$ cat src/rtl/video_effects_pkg.sv
// Shared constants for the video_effects frame controller: register map, effect bits, FSM states.
package video_effects_pkg;

  localparam logic [1:0] AddrCtrl   = 2'd0;
  localparam logic [1:0] AddrDelc   = 2'd1;
  localparam logic [1:0] AddrSubc   = 2'd2;
  localparam logic [1:0] AddrStatus = 2'd3;

  localparam int unsigned EffDelete = 0;
  localparam int unsigned EffSubst  = 1;
  localparam int unsigned EffQuant  = 2;
  localparam int unsigned EffGray   = 3;
  localparam int unsigned EffNeg    = 4;

  localparam int unsigned CtrlEnBit     = 8;
  localparam int unsigned CtrlPendBit   = 31;
  localparam int unsigned StatFrameBit  = 16;
  localparam int unsigned StatIrqBit    = 17;
  localparam int unsigned StatSopErrBit = 18;

  typedef enum logic [0:0] {
    StWaitSop = 1'b0,
    StInFrame = 1'b1
  } state_e;

endpackage

$ cat src/rtl/video_effects_ctrl_if.sv
// Bundles the Avalon-MM register bus, Avalon-ST sink/source and datapath config of the controller.
interface video_effects_ctrl_if #(
  parameter int unsigned DW    = 16,
  parameter int unsigned EFF_W = 5
) ();
  logic [1:0]       avs_address;
  logic             avs_write;
  logic [31:0]      avs_writedata;
  logic             avs_read;
  logic [31:0]      avs_readdata;
  logic [DW-1:0]    snk_data;
  logic             snk_startofpacket;
  logic             snk_endofpacket;
  logic             snk_valid;
  logic             snk_ready;
  logic [DW-1:0]    src_data;
  logic             src_startofpacket;
  logic             src_endofpacket;
  logic             src_valid;
  logic             src_ready;
  logic [EFF_W-1:0] fx_effect;
  logic [DW-1:0]    fx_delete_color;
  logic [DW-1:0]    fx_substitute_color;
  logic [DW-1:0]    fx_data_in;
  logic [DW-1:0]    fx_data_out;
  logic             irq;

  modport slave (
    input  avs_address, avs_write, avs_writedata, avs_read,
    output avs_readdata,
    input  snk_data, snk_startofpacket, snk_endofpacket, snk_valid,
    output snk_ready,
    output src_data, src_startofpacket, src_endofpacket, src_valid,
    input  src_ready,
    output fx_effect, fx_delete_color, fx_substitute_color, fx_data_in,
    input  fx_data_out,
    output irq
  );

  modport master (
    output avs_address, avs_write, avs_writedata, avs_read,
    input  avs_readdata,
    output snk_data, snk_startofpacket, snk_endofpacket, snk_valid,
    input  snk_ready,
    input  src_data, src_startofpacket, src_endofpacket, src_valid,
    output src_ready,
    input  fx_effect, fx_delete_color, fx_substitute_color, fx_data_in,
    output fx_data_out,
    input  irq
  );
endinterface

$ cat src/rtl/video_effects_ctrl_regs.sv
// Avalon-MM shadow register file with pending / W1C status flags and registered read mux.
// Interrupt flag exists only when VIDEO_EFFECTS_CTRL_IRQ_EN is defined.
module video_effects_ctrl_regs
  import video_effects_pkg::*;
#(
  parameter int unsigned DW    = 16,
  parameter int unsigned EFF_W = 5,
  parameter int unsigned CNT_W = 16
) (
  input  logic             clk,
  input  logic             reset_n,
  input  logic [1:0]       avs_address,
  input  logic             avs_write,
  input  logic [31:0]      avs_writedata,
  input  logic             avs_read,
  output logic [31:0]      avs_readdata,
  input  logic             commit,
  input  logic             sop_err_set,
  input  logic             irq_set,
  input  logic             in_frame,
  input  logic [CNT_W-1:0] frame_cnt,
  input  logic [CNT_W-1:0] drop_cnt,
  output logic [EFF_W-1:0] sh_eff,
  output logic             sh_en,
  output logic [DW-1:0]    sh_delc,
  output logic [DW-1:0]    sh_subc,
  output logic             irq
);

  logic             cfg_wr, st_wr;
  logic             pending_q, pending_d;
  logic             sop_err_q, sop_err_d;
  logic             irq_pend;
  logic [31:0]      rd_mux;
  logic [31:0]      readdata_q;
  logic [EFF_W-1:0] eff_q;
  logic             en_q;
  logic [DW-1:0]    delc_q, subc_q;
  logic             unused_sig;

  assign cfg_wr = avs_write & (avs_address != AddrStatus);
  assign st_wr  = avs_write & (avs_address == AddrStatus);

  // A write coinciding with a commit keeps pending so the new value lands next frame.
  always_comb begin
    pending_d = pending_q;
    if (cfg_wr) begin
      pending_d = 1'b1;
    end else if (commit) begin
      pending_d = 1'b0;
    end
  end

  assign sop_err_d = sop_err_set | (sop_err_q & ~(st_wr & avs_writedata[StatSopErrBit]));

  always_ff @(posedge clk or negedge reset_n) begin
    if (!reset_n) begin
      eff_q     <= '0;
      en_q      <= 1'b0;
      delc_q    <= '0;
      subc_q    <= '0;
      pending_q <= 1'b0;
      sop_err_q <= 1'b0;
    end else begin
      if (avs_write && avs_address == AddrCtrl) begin
        eff_q <= avs_writedata[EFF_W-1:0];
        en_q  <= avs_writedata[CtrlEnBit];
      end
      if (avs_write && avs_address == AddrDelc) delc_q <= avs_writedata[DW-1:0];
      if (avs_write && avs_address == AddrSubc) subc_q <= avs_writedata[DW-1:0];
      pending_q <= pending_d;
      sop_err_q <= sop_err_d;
    end
  end

`ifdef VIDEO_EFFECTS_CTRL_IRQ_EN
  logic irq_pend_q;

  always_ff @(posedge clk or negedge reset_n) begin
    if (!reset_n) begin
      irq_pend_q <= 1'b0;
    end else begin
      irq_pend_q <= irq_set | (irq_pend_q & ~(st_wr & avs_writedata[StatIrqBit]));
    end
  end

  assign irq_pend = irq_pend_q;
`else
  assign irq_pend = 1'b0;
`endif

  assign irq = irq_pend;

  always_comb begin
    rd_mux = '0;
    unique case (avs_address)
      AddrCtrl: begin
        rd_mux[EFF_W-1:0]  = eff_q;
        rd_mux[CtrlEnBit]   = en_q;
        rd_mux[CtrlPendBit] = pending_q;
      end
      AddrDelc: rd_mux[DW-1:0] = delc_q;
      AddrSubc: rd_mux[DW-1:0] = subc_q;
      AddrStatus: begin
        rd_mux[15:0]          = frame_cnt[15:0];
        rd_mux[StatFrameBit]  = in_frame;
        rd_mux[StatIrqBit]    = irq_pend;
        rd_mux[StatSopErrBit] = sop_err_q;
        rd_mux[31:24]         = drop_cnt[7:0];
      end
    endcase
  end

  always_ff @(posedge clk or negedge reset_n) begin
    if (!reset_n) begin
      readdata_q <= '0;
    end else if (avs_read) begin
      readdata_q <= rd_mux;
    end
  end

  assign avs_readdata = readdata_q;
  assign sh_eff       = eff_q;
  assign sh_en        = en_q;
  assign sh_delc      = delc_q;
  assign sh_subc      = subc_q;

  assign unused_sig = ^{avs_writedata[31:19], avs_writedata[17:16], drop_cnt, frame_cnt, irq_set};

endmodule

$ cat src/rtl/video_effects_ctrl.sv
// Frame-synchronous controller: stream pipeline, frame FSM, counters and SOP-aligned config commit.
// Optional frame-done interrupt via VIDEO_EFFECTS_CTRL_IRQ_EN.
module video_effects_ctrl
  import video_effects_pkg::*;
#(
  parameter int unsigned DW    = 16,
  parameter int unsigned EFF_W = 5,
  parameter int unsigned CNT_W = 16
) (
  input logic                clk,
  input logic                reset_n,
  video_effects_ctrl_if.slave bus
);

  state_e           state_q, state_d;
  logic             adv, accept, commit, fwd, fwd_eop, drop, sop_err_set;
  logic             src_valid_q, src_sop_q, src_eop_q;
  logic [DW-1:0]    last_in_q;
  logic [EFF_W-1:0] cm_eff_q, sh_eff, sh_eff_gated;
  logic [DW-1:0]    cm_delc_q, cm_subc_q, sh_delc, sh_subc;
  logic             sh_en;
  logic [CNT_W-1:0] frame_cnt_q, drop_cnt_q;

  assign adv     = bus.src_ready | ~src_valid_q;
  assign accept  = bus.snk_valid & adv;
  assign commit  = accept & bus.snk_startofpacket;
  assign fwd_eop = accept & fwd & bus.snk_endofpacket;

  always_ff @(posedge clk or negedge reset_n) begin
    if (!reset_n) begin
      state_q <= StWaitSop;
    end else begin
      state_q <= state_d;
    end
  end

  always_comb begin
    state_d = state_q;
    unique case (state_q)
      StWaitSop: if (commit && !bus.snk_endofpacket) state_d = StInFrame;
      StInFrame: if (accept && bus.snk_endofpacket) state_d = StWaitSop;
    endcase
  end

  always_comb begin
    fwd         = 1'b1;
    drop        = 1'b0;
    sop_err_set = 1'b0;
    unique case (state_q)
      StWaitSop: begin
        fwd  = bus.snk_startofpacket;
        drop = accept & ~bus.snk_startofpacket;
      end
      StInFrame: sop_err_set = commit;
    endcase
  end

  // Disabled effects are committed as plain pass-through.
  assign sh_eff_gated = sh_en ? sh_eff : '0;

  assign bus.fx_effect           = commit ? sh_eff_gated : cm_eff_q;
  assign bus.fx_delete_color     = commit ? sh_delc : cm_delc_q;
  assign bus.fx_substitute_color = commit ? sh_subc : cm_subc_q;
  assign bus.fx_data_in          = adv ? bus.snk_data : last_in_q;

  always_ff @(posedge clk or negedge reset_n) begin
    if (!reset_n) begin
      cm_eff_q    <= '0;
      cm_delc_q   <= '0;
      cm_subc_q   <= '0;
      last_in_q   <= '0;
      src_valid_q <= 1'b0;
      src_sop_q   <= 1'b0;
      src_eop_q   <= 1'b0;
      frame_cnt_q <= '0;
      drop_cnt_q  <= '0;
    end else begin
      if (commit) begin
        cm_eff_q  <= sh_eff_gated;
        cm_delc_q <= sh_delc;
        cm_subc_q <= sh_subc;
      end
      if (accept) last_in_q <= bus.snk_data;
      if (adv) begin
        src_valid_q <= accept & fwd;
        src_sop_q   <= bus.snk_startofpacket;
        src_eop_q   <= bus.snk_endofpacket;
      end
      if (fwd_eop) frame_cnt_q <= frame_cnt_q + 1'b1;
      if (drop && !(&drop_cnt_q)) drop_cnt_q <= drop_cnt_q + 1'b1;
    end
  end

  assign bus.snk_ready         = adv;
  assign bus.src_valid         = src_valid_q;
  assign bus.src_startofpacket = src_sop_q;
  assign bus.src_endofpacket   = src_eop_q;
  assign bus.src_data          = bus.fx_data_out;

  video_effects_ctrl_regs #(
    .DW   (DW),
    .EFF_W(EFF_W),
    .CNT_W(CNT_W)
  ) u_regs (
    .clk          (clk),
    .reset_n      (reset_n),
    .avs_address  (bus.avs_address),
    .avs_write    (bus.avs_write),
    .avs_writedata(bus.avs_writedata),
    .avs_read     (bus.avs_read),
    .avs_readdata (bus.avs_readdata),
    .commit       (commit),
    .sop_err_set  (sop_err_set),
    .irq_set      (fwd_eop),
    .in_frame     (state_q == StInFrame),
    .frame_cnt    (frame_cnt_q),
    .drop_cnt     (drop_cnt_q),
    .sh_eff       (sh_eff),
    .sh_en        (sh_en),
    .sh_delc      (sh_delc),
    .sh_subc      (sh_subc),
    .irq          (bus.irq)
  );

endmodule

$ cat src/flat_wrapper.sv
// flat-port wrapper written by rule: the top's interface ports become plain ports
module video_effects_ctrl_flat import video_effects_pkg::*;
#(
  parameter int unsigned DW    = 16,
  parameter int unsigned EFF_W = 5,
  parameter int unsigned CNT_W = 16
)
  (clk, reset_n, bus_avs_address, bus_avs_write, bus_avs_writedata, bus_avs_read, bus_avs_readdata, bus_snk_data, bus_snk_startofpacket, bus_snk_endofpacket, bus_snk_valid, bus_snk_ready, bus_src_data, bus_src_startofpacket, bus_src_endofpacket, bus_src_valid, bus_src_ready, bus_fx_effect, bus_fx_delete_color, bus_fx_substitute_color, bus_fx_data_in, bus_fx_data_out, bus_irq);
  video_effects_ctrl_if #(.DW(DW), .EFF_W(EFF_W)) bus_i ();
  input logic clk;
  input logic reset_n;
  input wire logic [$bits(bus_i.avs_address)-1:0] bus_avs_address;
  input wire logic [$bits(bus_i.avs_write)-1:0] bus_avs_write;
  input wire logic [$bits(bus_i.avs_writedata)-1:0] bus_avs_writedata;
  input wire logic [$bits(bus_i.avs_read)-1:0] bus_avs_read;
  output wire logic [$bits(bus_i.avs_readdata)-1:0] bus_avs_readdata;
  input wire logic [$bits(bus_i.snk_data)-1:0] bus_snk_data;
  input wire logic [$bits(bus_i.snk_startofpacket)-1:0] bus_snk_startofpacket;
  input wire logic [$bits(bus_i.snk_endofpacket)-1:0] bus_snk_endofpacket;
  input wire logic [$bits(bus_i.snk_valid)-1:0] bus_snk_valid;
  output wire logic [$bits(bus_i.snk_ready)-1:0] bus_snk_ready;
  output wire logic [$bits(bus_i.src_data)-1:0] bus_src_data;
  output wire logic [$bits(bus_i.src_startofpacket)-1:0] bus_src_startofpacket;
  output wire logic [$bits(bus_i.src_endofpacket)-1:0] bus_src_endofpacket;
  output wire logic [$bits(bus_i.src_valid)-1:0] bus_src_valid;
  input wire logic [$bits(bus_i.src_ready)-1:0] bus_src_ready;
  output wire logic [$bits(bus_i.fx_effect)-1:0] bus_fx_effect;
  output wire logic [$bits(bus_i.fx_delete_color)-1:0] bus_fx_delete_color;
  output wire logic [$bits(bus_i.fx_substitute_color)-1:0] bus_fx_substitute_color;
  output wire logic [$bits(bus_i.fx_data_in)-1:0] bus_fx_data_in;
  input wire logic [$bits(bus_i.fx_data_out)-1:0] bus_fx_data_out;
  output wire logic [$bits(bus_i.irq)-1:0] bus_irq;
  assign bus_i.avs_address = bus_avs_address;
  assign bus_i.avs_write = bus_avs_write;
  assign bus_i.avs_writedata = bus_avs_writedata;
  assign bus_i.avs_read = bus_avs_read;
  assign bus_avs_readdata = bus_i.avs_readdata;
  assign bus_i.snk_data = bus_snk_data;
  assign bus_i.snk_startofpacket = bus_snk_startofpacket;
  assign bus_i.snk_endofpacket = bus_snk_endofpacket;
  assign bus_i.snk_valid = bus_snk_valid;
  assign bus_snk_ready = bus_i.snk_ready;
  assign bus_src_data = bus_i.src_data;
  assign bus_src_startofpacket = bus_i.src_startofpacket;
  assign bus_src_endofpacket = bus_i.src_endofpacket;
  assign bus_src_valid = bus_i.src_valid;
  assign bus_i.src_ready = bus_src_ready;
  assign bus_fx_effect = bus_i.fx_effect;
  assign bus_fx_delete_color = bus_i.fx_delete_color;
  assign bus_fx_substitute_color = bus_i.fx_substitute_color;
  assign bus_fx_data_in = bus_i.fx_data_in;
  assign bus_i.fx_data_out = bus_fx_data_out;
  assign bus_irq = bus_i.irq;
  video_effects_ctrl #(.DW(DW), .EFF_W(EFF_W), .CNT_W(CNT_W)) u_core (.clk(clk), .reset_n(reset_n), .bus(bus_i));
endmodule
$ cat config.mk
export PLATFORM = sky130hd
export DESIGN_NAME = video_effects_ctrl_flat
export DESIGN_NICKNAME = d
export VERILOG_FILES = /design/src/rtl/video_effects_pkg.sv /design/src/rtl/video_effects_ctrl_if.sv /design/src/rtl/video_effects_ctrl_regs.sv /design/src/rtl/video_effects_ctrl.sv /design/src/flat_wrapper.sv
export SDC_FILE = /design/constraint.sdc
export NUM_CORES = 1
export LEC_CHECK = 0
export CAP_MARGIN = 5
export CORE_UTILIZATION = 40
export DETAILED_ROUTE_END_ITERATION = 7
export PLACE_DENSITY_LB_ADDON = 0.12
export SETUP_SLACK_MARGIN = 0.5
export SLEW_MARGIN = 15
export SYNTH_ARGS = -nofsm -noshare
export SYNTH_HDL_FRONTEND = slang
export SYNTH_SLANG_ARGS = --single-unit
export TNS_END_PERCENT = 30
$ cat constraint.sdc
create_clock -name clk -period 1.7 [get_ports clk]
set_input_delay 0.17 -clock clk [delete_from_list [all_inputs] [get_ports clk]]
set_output_delay 0.17 -clock clk [all_outputs]
set_load 0.05 [all_outputs]
==> results of run 1 <==
## placed cells by master, fill, tap and decap left out, drive strengths merged
cell,instances
clkdlybuf4s50,39
or4b,1
clkinvlp,4
a22oi,1
nor4,9
buf,153
nand2b,2
dfrtp,155
nand3b,1
nor2,10
mux2,95
o21ai,22
conb,7
nor3,12
dlygate4sd2,1
xor2,19
inv,37
ha,8
dlygate4sd3,1
a21boi,1
nor3b,2
nor2b,1
or2,2
nand3,16
nand4,12
clkbuf,20
and2,3
a222oi,16
clkinv,2
or3,1
nand2,88
bufinv,1
xnor2,10
a32oi,1
a211oi,1
o22ai,10
and4,1
o21bai,1
## registers in the layout, summed over array words and instances, names as in the netlist
signal	count
u_core.bus.src_valid	1
u_core.u_regs.sh_subc	16
u_core.last_in_q	16
u_core.u_regs.sh_eff	5
u_core.bus.src_endofpacket	1
u_core.u_regs.sh_delc	16
u_core.frame_cnt_q	16
u_core.bus.src_startofpacket	1
u_core.cm_delc_q	16
u_core.cm_eff_q	5
u_core.u_regs.sop_err_q	1
u_core.u_regs.sh_en	1
u_core.drop_cnt_q	16
u_core.cm_subc_q	16
u_core.u_regs.avs_readdata	26
u_core.u_regs.pending_q	1
u_core.state_q	1
## stage by stage
| stage | util | total power, uW | instance area [um2] | worst slack (ns) |
|---|---|---|---|---|
| after global routing | 0.645 | 14700 | 10700 | -0.383 |
| after floorplan | - | 7810 | 7210 | 0.0249 |
| final | 0.645 | 14100 | 10700 | -0.317 |
| after detailed placement | 0.547 | 9870 | 9110 | -0.268 |
| after CTS | 0.626 | 14000 | 10400 | -0.360 |
| after global placement | 0.547 | 9790 | 9110 | -0.250 |
## layer usage
layer / part of all wire / GRT usage / vias to the layer above / routed length, um
li1: - / - / 2346 / -
met3: 0.040 / 0.0460 / 23 / 711
met1: 0.46 / 0.293 / 2613 / 8140
met5: 0 / 0 / - / 0
met2: 0.49 / 0.328 / 136 / 8660
met4: 0.017 / 0.0715 / 0 / 299
## worst min-delay path by stage
| stage | slack [ns] | start | end |
|---|---|---|---|
| 2_1_floorplan | -0.13 | reset_n | u_core.bus.src_endofpacket$_DFFE_PN0P_ |
| 3_3_place_gp | 0.13 | reset_n | u_core.last_in_q[13]$_DFFE_PN0P_ |
| 3_5_place_dp | 0.14 | reset_n | u_core.last_in_q[13]$_DFFE_PN0P_ |
| 4_1_cts | 0.25 | reset_n | u_core.last_in_q[13]$_DFFE_PN0P_ |
| 5_1_grt | 0.27 | reset_n | u_core.last_in_q[7]$_DFFE_PN0P_ |
| 6_report | 0.24 | reset_n | u_core.last_in_q[12]$_DFFE_PN0P_ |
## repair_timing
item / 4_1_cts / 5_1_grt
endpoints found under the hold margin: 40 / 0
gates resized for setup: 175 / 67
pin swaps: 54 / 42
endpoints found under the setup margin: 215 / 197
hold buffers: 1 / 0
buffers inserted: 10 / 6
cloned: 2 / 0
## power by group through the flow
stage	sequential (uW)	combinational [uW]	clock, uW
after CTS	4890	5330	3810
final	4900	5450	3730
after detailed placement	4930	4940	0
after floorplan	5120	2700	0
after global routing	4980	5700	3990
after global placement	4890	4890	0
## worst max-delay path, delay by kind of cell, from the launching register on
family                 cells  cell delay (ns)
multiplexers               1             0.35
flip-flops                 1             0.36
AND/OR/NAND/NOR            2             0.29
buffers and inverters      3             0.41
## final cells by class
cell class / instances / area (um2) / area share
Sequential cell: 155 / 3880 / 0.361
Timing Repair Buffer: 195 / 2480 / 0.231
Clock inverter: 13 / 133 / 0.0123
Clock buffer: 19 / 453 / 0.0422
Tap cell: 220 / 275 / 0.0256
Multi-Input combinational cell: 353 / 3400 / 0.316
Inverter: 31 / 119 / 0.0111
## cell families (layout without fill, tap and decap cells)
group / count (synthesis) / after routing / share of synthesized area
and+or+nand+nor: 161 / 161 / 0.116
DFF: 155 / 155 / 0.565
muxes: 95 / 95 / 0.156
buffers and inverters: 79 / 258 / 0.0574
AOI/OAI and AO/OA: 53 / 53 / 0.0541
xor gates and xnor gates: 29 / 29 / 0.0370
adders and majority gates: 8 / 8 / 0.0146
other: 1 / 7 / 0.000546
==> flow_summary.yaml, run 1 <==
outcome:
  status: "finished, violations left"
  violations: "setup timing"
sta:
  hold_viol: 0
  fin_crit_sh: 1.19
  slew_violations: 0
  max_freq_ghz: 0.496
  max_slew_margin: 0.515
  tns_ns: -20.68
  finalSetupViolCount: 97
  rsz0062_at_grt: "true"
  setup_slack_ns: -0.317
  fin_skew_ns: 0.0141
  finalCriticalPeriod_ns: 2.02
  whs_ns: 0.244
  tightest_slew_ns: 0.721
clocking:
  htreeDepth: 4
  clock_sinks: 155
  cts_buffer_depth: 2
  cts_buffers: 17
  clk_pin_slew_ns: 0.06
  insertion_delay_ns: 0.43
  tritoncts: "built"
  cts_root_buf: "clkbuf_16"
critical_path:
  critPathLaunch: "u_core.bus.src_valid$_DFFE_PN0P_"
  worstPathMaxFanout: 18
  cp_cell_sequence: "nor2b_4 -> inv_4 -> nand3_4 -> buf_12 -> mux2_4 -> buf_12"
  r2r_slack_ns: -0.30
  reg2reg_to: "u_core.frame_cnt_q[8]$_DFFE_PN0P_"
  rr_worst_depth: 9
  crit_path_end: "bus_fx_delete_color[14]"
  required_ns: 1.53
  cp.arrival_ns: 1.85
  cp_common_cell: "buf_12"
  slowest_stage: "dfrtp_2"
  slowest_delay_ns: 0.36
  r2r-start: "u_core.bus.src_valid$_DFFE_PN0P_"
  critPathLaunchType: "flip-flop"
  critPathCaptureType: "output pin"
  crit_type: "reg2out"
floorplan:
  pin_count: 180
  initial_core_util: 0.413
  dieArea_um2: 17700
  die_y_um: 133
  die_x_um: 133
  rows: 47
  coreArea_um2: 16600
cells_and_area:
  syn_to_final_growth_pct: 56.5
  fillCellCount: 1222
  layout-drive-gt1-share: 0.487
  nNetsFinal: 835
  antennaDiodeCount: 0
  final_cells: 986
yosys:
  synth.avg_cell_area_um2: 11.8
  synth.ff_latch_count: 155
  yosysTopAreaCellShare: 0.565
  synthCells: 581
  syn_area_um2: 6870
  synth_edf_count: 0
  synth_area_leaders: "dfrtp_1 (56%), mux2_2 (16%), nand2_1 (4.8%)"
  yosys-top-cells-count: "dfrtp_1 (155), mux2_2 (95), nand2_1 (88)"
  yosys.area.top_type: "dfrtp_1"
  synthFlopType: "dfrtp_1"
  ys_types: 38
  yosys_warnings: 0
  seq_area_frac_synth: 0.565
  synth_most_common_cell: "dfrtp_1"
  async_flop_share: 1.00
global_route:
  grt_antenna_before_repair: 0
  grt_pass1_vias: 5443
  grt_first_pass_wirelength_um: 29200
  grtUsageTotal: 0.212
  overflow: 0
  grt_start_max_net_pins: 46
placement:
  dp_cells: 935
  io_buffers: 125
  dpl.hpwl_um: 11600
  routabilityCongestion: 0.842
power_and_ir_drop:
  switchingPower_uw: 4950
  intPower_uw: 9140
  p_clk_frac: 0.265
  power_density_nw_per_um2: 1310
  ir_worst_vdd_mv: 0.897
  seqPwrFrac: 0.348
  swShare: 0.351
  combPwrFrac: 0.387
  cellLeakagePower_uw: 0.00498
hold_path:
  min_path_type: "in2async"
route:
  antenna_left: 0
  viasPerCell: 5.19
  drt_pass1_iterations: 5
  finalWirelength_um: 17800
  vias: 5118
  drcViolationCount: 0
  initialDrtViolationCount: 318
  wl_per_cell_um: 18.1
flow_run:
  timing.max_cap.violations: 0
No activity file was read; power rests on OpenSTA's default activity.
==> run 2: changes to the inputs <==
--- a/config.mk
+++ b/config.mk
@@ -5,8 +5,10 @@
 export SDC_FILE = /design/constraint.sdc
 export NUM_CORES = 1
 export LEC_CHECK = 0
-export CAP_MARGIN = 5
-export CORE_UTILIZATION = 40
+export CAP_MARGIN = 0
+export CELL_PAD_IN_SITES_DETAIL_PLACEMENT = 1
+export CELL_PAD_IN_SITES_GLOBAL_PLACEMENT = 2
+export CORE_UTILIZATION = 28
 export DETAILED_ROUTE_END_ITERATION = 7
 export PLACE_DENSITY_LB_ADDON = 0.12
 export SETUP_SLACK_MARGIN = 0.5
==> run 2 against run 1 <==
The flow still finishes with violations (setup timing). Clock skew shrank 0.0044 ns. Non-clock buffer count shrank 2. Clock power shrank 3%. Via count shrank 1.2%. Die area grew 42%. Total power shrank 0.53%. Critical path type unchanged. Critical endpoint is now bus_fx_delete_color[2].
==> flow_summary.yaml, run 2 (same netlist as run 1, synthesis figures left out) <==
sta:
  rsz0062_at_grt: "true"
  finalSetupViolCount: 99
  max_freq_ghz: 0.476
  hold_viol: 0
  fin_crit_sh: 1.23
  tightest_slew_ns: 0.761
  slew_violations: 0
  fin_skew_ns: 0.00970
  setup_slack_ns: -0.399
  tns_ns: -24.15
  max_slew_margin: 0.489
  whs_ns: 0.261
  finalCriticalPeriod_ns: 2.10
floorplan:
  pin_count: 180
  coreArea_um2: 23800
  die_x_um: 159
  initial_core_util: 0.289
  rows: 56
  dieArea_um2: 25100
  die_y_um: 159
route:
  finalWirelength_um: 20000
  drcViolationCount: 0
  initialDrtViolationCount: 247
  antenna_left: 0
  wl_per_cell_um: 18.4
  drt_pass1_iterations: 7
  viasPerCell: 4.67
  vias: 5059
clocking:
  cts_root_buf: "clkbuf_16"
  htreeDepth: 4
  clock_sinks: 155
  clk_pin_slew_ns: 0.07
  cts_buffers: 17
  tritoncts: "built"
  cts_buffer_depth: 2
  insertion_delay_ns: 0.42
outcome:
  status: "finished, violations left"
  violations: "setup timing"
critical_path:
  worstPathMaxFanout: 13
  slowest_stage: "dfrtp_2"
  cp_cell_sequence: "nor2b_4 -> inv_4 -> nand3_4 -> buf_12 -> mux2_4 -> buf_12"
  r2r_slack_ns: -0.25
  cp_common_cell: "buf_12"
  critPathLaunchType: "flip-flop"
  slowest_delay_ns: 0.40
  cp.arrival_ns: 1.93
  critPathCaptureType: "output pin"
  required_ns: 1.53
  crit_type: "reg2out"
global_route:
  grt_antenna_before_repair: 0
  grtUsageTotal: 0.167
  grt_start_max_net_pins: 53
  grt_pass1_vias: 5547
  grt_first_pass_wirelength_um: 31800
  overflow: 0
cells_and_area:
  antennaDiodeCount: 0
  layout_common_cells: "dfrtp_1 (153), mux2_4 (52), nand2_1 (50), buf_12 (44), mux2_2 (43)"
  final_common_cell: "dfrtp_1"
  utilization: 0.454
  layout-drive-gt1-share: 0.476
  nNetsFinal: 834
  syn_to_final_growth_pct: 57.0
  fillCellCount: 2388
  final_cells: 1084
  largest_reg_flops: 26
placement:
  dp_slack_ns: -0.342
  io_buffers: 125
  dp_cells: 1031
  dpl.hpwl_um: 13800
  routabilityCongestion: 0.753
hold_path:
  min_path_type: "in2async"
power_and_ir_drop:
  power_density_nw_per_um2: 1300
  cellLeakagePower_uw: 0.00494
  ir_worst_vdd_mv: 0.716
flow_run:
  timing.max_cap.violations: 0
==> run 2: layout make-up <==
cell class                 instances  area (um2)  share of cell area
tap                              319         399              0.0370
multi-input combinational        354        3350               0.311
inverter                          31         119              0.0110
clock buffer                      19         453              0.0420
timing repair buffer             193        2470               0.230
sequential                       155        3880               0.360
clock inverter                    13         105             0.00975
==> run 2: power breakdown <==
| group | leakage, uW | internal [uW] | switching (uW) |
|---|---|---|---|
| clock | 0.000265 | 1980 | 1650 |
| combinational | 0.00277 | 2570 | 2860 |
| sequential | 0.00190 | 4410 | 540 |
| total | 0.00494 | 8960 | 5050 |
==> run 2: path summary, 6_finish.rpt <==
kind                                                   startpoint                                 to  cells past startpoint
worst max register to register   u_core.bus.src_valid$_DFFE_PN0P_  u_core.drop_cnt_q[13]$_DFFE_PN0P_                     12
max in group asynchronous                                 reset_n      u_core.cm_delc_q[8]$_DFF_PN0_                      3
min in group clk                              bus_fx_data_out[11]                   bus_src_data[11]                      0
worst min-delay path                                      reset_n    u_core.last_in_q[8]$_DFFE_PN0P_                      2
worst max-delay path             u_core.bus.src_valid$_DFFE_PN0P_             bus_fx_delete_color[2]                      6
worst min register to register  u_core.u_regs.sop_err_q$_DFF_PN0_  u_core.u_regs.sop_err_q$_DFF_PN0_                      2
==> run 2: per-layer routing <==
metal / track usage / routed length (um) / share of wire / up-vias
met1: 0.229 / 9350 / 0.47 / 2604
li1: - / - / - / 2330
met4: 0.0462 / 183 / 0.0092 / 0
met2: 0.269 / 9730 / 0.49 / 112
met3: 0.0294 / 723 / 0.036 / 13
met5: 0 / 0 / 0 / -
==> run 2: critical path, delay by kind of cell (launching register included) <==
family | cells | cell delay [ns]
simple gates | 2 | 0.31
buf+inv | 3 | 0.46
flops | 1 | 0.40
mux | 1 | 0.33
==> run 2: repair_timing <==
item | 4_1_cts | 5_1_grt
endpoints found under the setup margin | 207 | 176
hold endpoints to repair | 45 | 0
cloned | 3 | 0
resized for setup | 178 | 44
setup buffers | 15 | 2
pin swaps | 49 | 28
hold buffers | 1 | 0
==> run 2: stage by stage <==
stage | area (um2) | total power (uW)
after floorplan | 7210 | 7810
after global placement | 9190 | 9840
after detailed placement | 9190 | 9930
after CTS | 10600 | 14100
after global routing | 10800 | 14700
final | 10800 | 14000
==> run 3: changes to the inputs <==
--- a/config.mk
+++ b/config.mk
@@ -6,9 +6,9 @@
 export NUM_CORES = 1
 export LEC_CHECK = 0
 export CAP_MARGIN = 0
-export CELL_PAD_IN_SITES_DETAIL_PLACEMENT = 1
-export CELL_PAD_IN_SITES_GLOBAL_PLACEMENT = 2
-export CORE_UTILIZATION = 28
+export CELL_PAD_IN_SITES_DETAIL_PLACEMENT = 0
+export CELL_PAD_IN_SITES_GLOBAL_PLACEMENT = 1
+export CORE_UTILIZATION = 34
 export DETAILED_ROUTE_END_ITERATION = 7
 export PLACE_DENSITY_LB_ADDON = 0.12
 export SETUP_SLACK_MARGIN = 0.5
==> run 3 against run 2 <==
The run still ends with setup timing left. Sequential share of layout area grew 0.57 points. Via count decreased by 1.7%. Critical path depth increased by 1. Routed wire length shrank 9.8%. Register-to-register slack lost 0.06 ns. Final cell count fell by 6.0%. Flip-flop and latch count stayed put. Global-route usage up 1.3 points.
==> flow_summary.yaml, run 3 (same netlist as run 1, synthesis figures left out) <==
route:
  viasPerCell: 4.88
  vias: 4974
  drcViolationCount: 0
  finalWirelength_um: 18000
  initialDrtViolationCount: 290
  antenna_left: 0
  wl_per_cell_um: 17.7
  drt_pass1_iterations: 5
power_and_ir_drop:
  seqPwrFrac: 0.350
  cellLeakagePower_uw: 0.00490
  p_clk_frac: 0.276
  power_uw: 14200
  power_density_nw_per_um2: 1340
  ir_worst_vdd_mv: 0.801
  intPower_uw: 9320
  combPwrFrac: 0.374
  swShare: 0.345
  switchingPower_uw: 4910
floorplan:
  die_x_um: 144
  dieArea_um2: 20800
  initial_core_util: 0.349
  die_y_um: 144
  rows: 51
  coreArea_um2: 19700
  pin_count: 180
critical_path:
  reg2reg_to: "u_core.frame_cnt_q[11]$_DFFE_PN0P_"
  critPathCaptureType: "output pin"
  rr_worst_depth: 9
  required_ns: 1.53
  cp.arrival_ns: 1.93
  crit_path_end: "bus_fx_delete_color[9]"
  critPathLaunchType: "flip-flop"
  crit_type: "reg2out"
  r2r_slack_ns: -0.31
  worstPathMaxFanout: 10
  critPathLaunch: "u_core.bus.src_valid$_DFFE_PN0P_"
  r2r-start: "u_core.bus.src_valid$_DFFE_PN0P_"
hold_path:
  min_path_type: "in2async"
global_route:
  grtUsageTotal: 0.180
  overflow: 0
  grt_antenna_before_repair: 0
  grt_pass1_vias: 5204
  grt_first_pass_wirelength_um: 28400
  grt_start_max_net_pins: 72
sta:
  rsz0062_at_grt: "true"
  slew_violations: 0
  fin_crit_sh: 1.24
  fin_skew_ns: 0.0120
  setup_slack_ns: -0.401
  finalCriticalPeriod_ns: 2.10
  hold_viol: 0
  max_slew_margin: 0.531
  finalSetupViolCount: 63
  max_freq_ghz: 0.476
  tightest_slew_ns: 0.698
cells_and_area:
  layout_common_cells: "dfrtp_1 (150), nand2_1 (58), mux2_4 (49), buf_12 (47), mux2_2 (46)"
  fin_area_um2: 10600
  final_cells: 1019
  final_common_cell: "dfrtp_1"
  fillCellCount: 1685
  utilization: 0.540
  nNetsFinal: 823
  syn_to_final_growth_pct: 54.7
  largest_reg_flops: 26
  layout-drive-gt1-share: 0.460
  antennaDiodeCount: 0
clocking:
  cts_buffers: 17
  clk_pin_slew_ns: 0.07
  cts_root_buf: "clkbuf_16"
  clock_sinks: 155
  cts_buffer_depth: 2
  htreeDepth: 4
  tritoncts: "built"
  insertion_delay_ns: 0.43
outcome:
  status: "finished, violations left"
  violations: "setup timing"
placement:
  place_area_um2: 9020
  dp_cells: 968
  routabilityCongestion: 0.794
  dp_slack_ns: -0.277
  dpl.hpwl_um: 12100
  io_buffers: 125
flow_run:
  timing.max_cap.violations: 0
## run 3: cell types whose count changed in the layout (fill, tap and decap cells not counted), sizes merged
| cell | previous run | this run |
|---|---|---|
| clkdlybuf4s50 | 39 | 38 |
| dlygate4sd2 | 1 | 2 |
| nand3 | 17 | 16 |
| buf | 151 | 138 |
| clkbuf | 19 | 22 |
| clkinv | 1 | 5 |
| bufinv | 0 | 3 |
| dlymetal6s2s | 0 | 1 |
| clkinvlp | 4 | 3 |
| inv | 39 | 32 |
## run 3: layout make-up
class                           instances  area (um2)  share of cell area
Multi-Input combinational cell        353        3300               0.311
Inverter                               31         119              0.0112
Clock buffer                           20         447              0.0421
Clock inverter                         12         165              0.0156
Sequential cell                       155        3880               0.366
Timing Repair Buffer                  183        2370               0.223
Tap cell                              265         332              0.0312
## run 3: metal layers
metal  global-route usage  vias to the layer above  wire, um
met2                0.283                      131      8760
li1                     -                     2316         -
met5                    0                        -         0
met4               0.0515                        0       122
met3               0.0424                        9       829
met1                0.247                     2518      8320
## run 3: worst min path at each step
| stage | startpoint | endpoint | slack, ns |
|---|---|---|---|
| 2_1_floorplan | reset_n | u_core.bus.src_endofpacket$_DFFE_PN0P_ | -0.13 |
| 3_3_place_gp | reset_n | u_core.last_in_q[13]$_DFFE_PN0P_ | 0.14 |
| 3_5_place_dp | reset_n | u_core.last_in_q[9]$_DFFE_PN0P_ | 0.15 |
| 4_1_cts | reset_n | u_core.last_in_q[9]$_DFFE_PN0P_ | 0.27 |
| 5_1_grt | reset_n | u_core.last_in_q[14]$_DFFE_PN0P_ | 0.28 |
| 6_report | reset_n | u_core.last_in_q[14]$_DFFE_PN0P_ | 0.25 |
## run 3: repair_timing
item,in CTS,in global routing
buffers inserted,9,4
gates cloned,2,3
endpoints found under the hold margin,46,0
hold buffers,1,0
endpoints found under the setup margin,204,173
pin swaps,55,36
gates resized for setup,147,55
## run 3: metrics by stage
stage               TNS (ns)  hold slack, ns
floorplan                  0          -0.126
global placement      -20.55           0.136
detailed placement    -22.89           0.146
CTS                   -16.48           0.265
global route          -22.63           0.284
finish                -18.68           0.252
## run 3: power groups by stage
stage	clock network, uW	registers (uW)	logic [uW]
floorplan	0	5120	2700
detailed placement	0	4960	4890
finish	3930	4980	5330
CTS	4000	4950	5250
global route	4180	5070	5630
global placement	0	4930	4870
## run 3: worst max-delay path, stage by stage, from the launching register on
cell     delay (ns)
dfrtp_2        0.40
nor2b_4        0.14
inv_4          0.06
nand3_4        0.11
buf_12         0.17
buf_16         0.15
mux2_4         0.33
buf_12         0.15
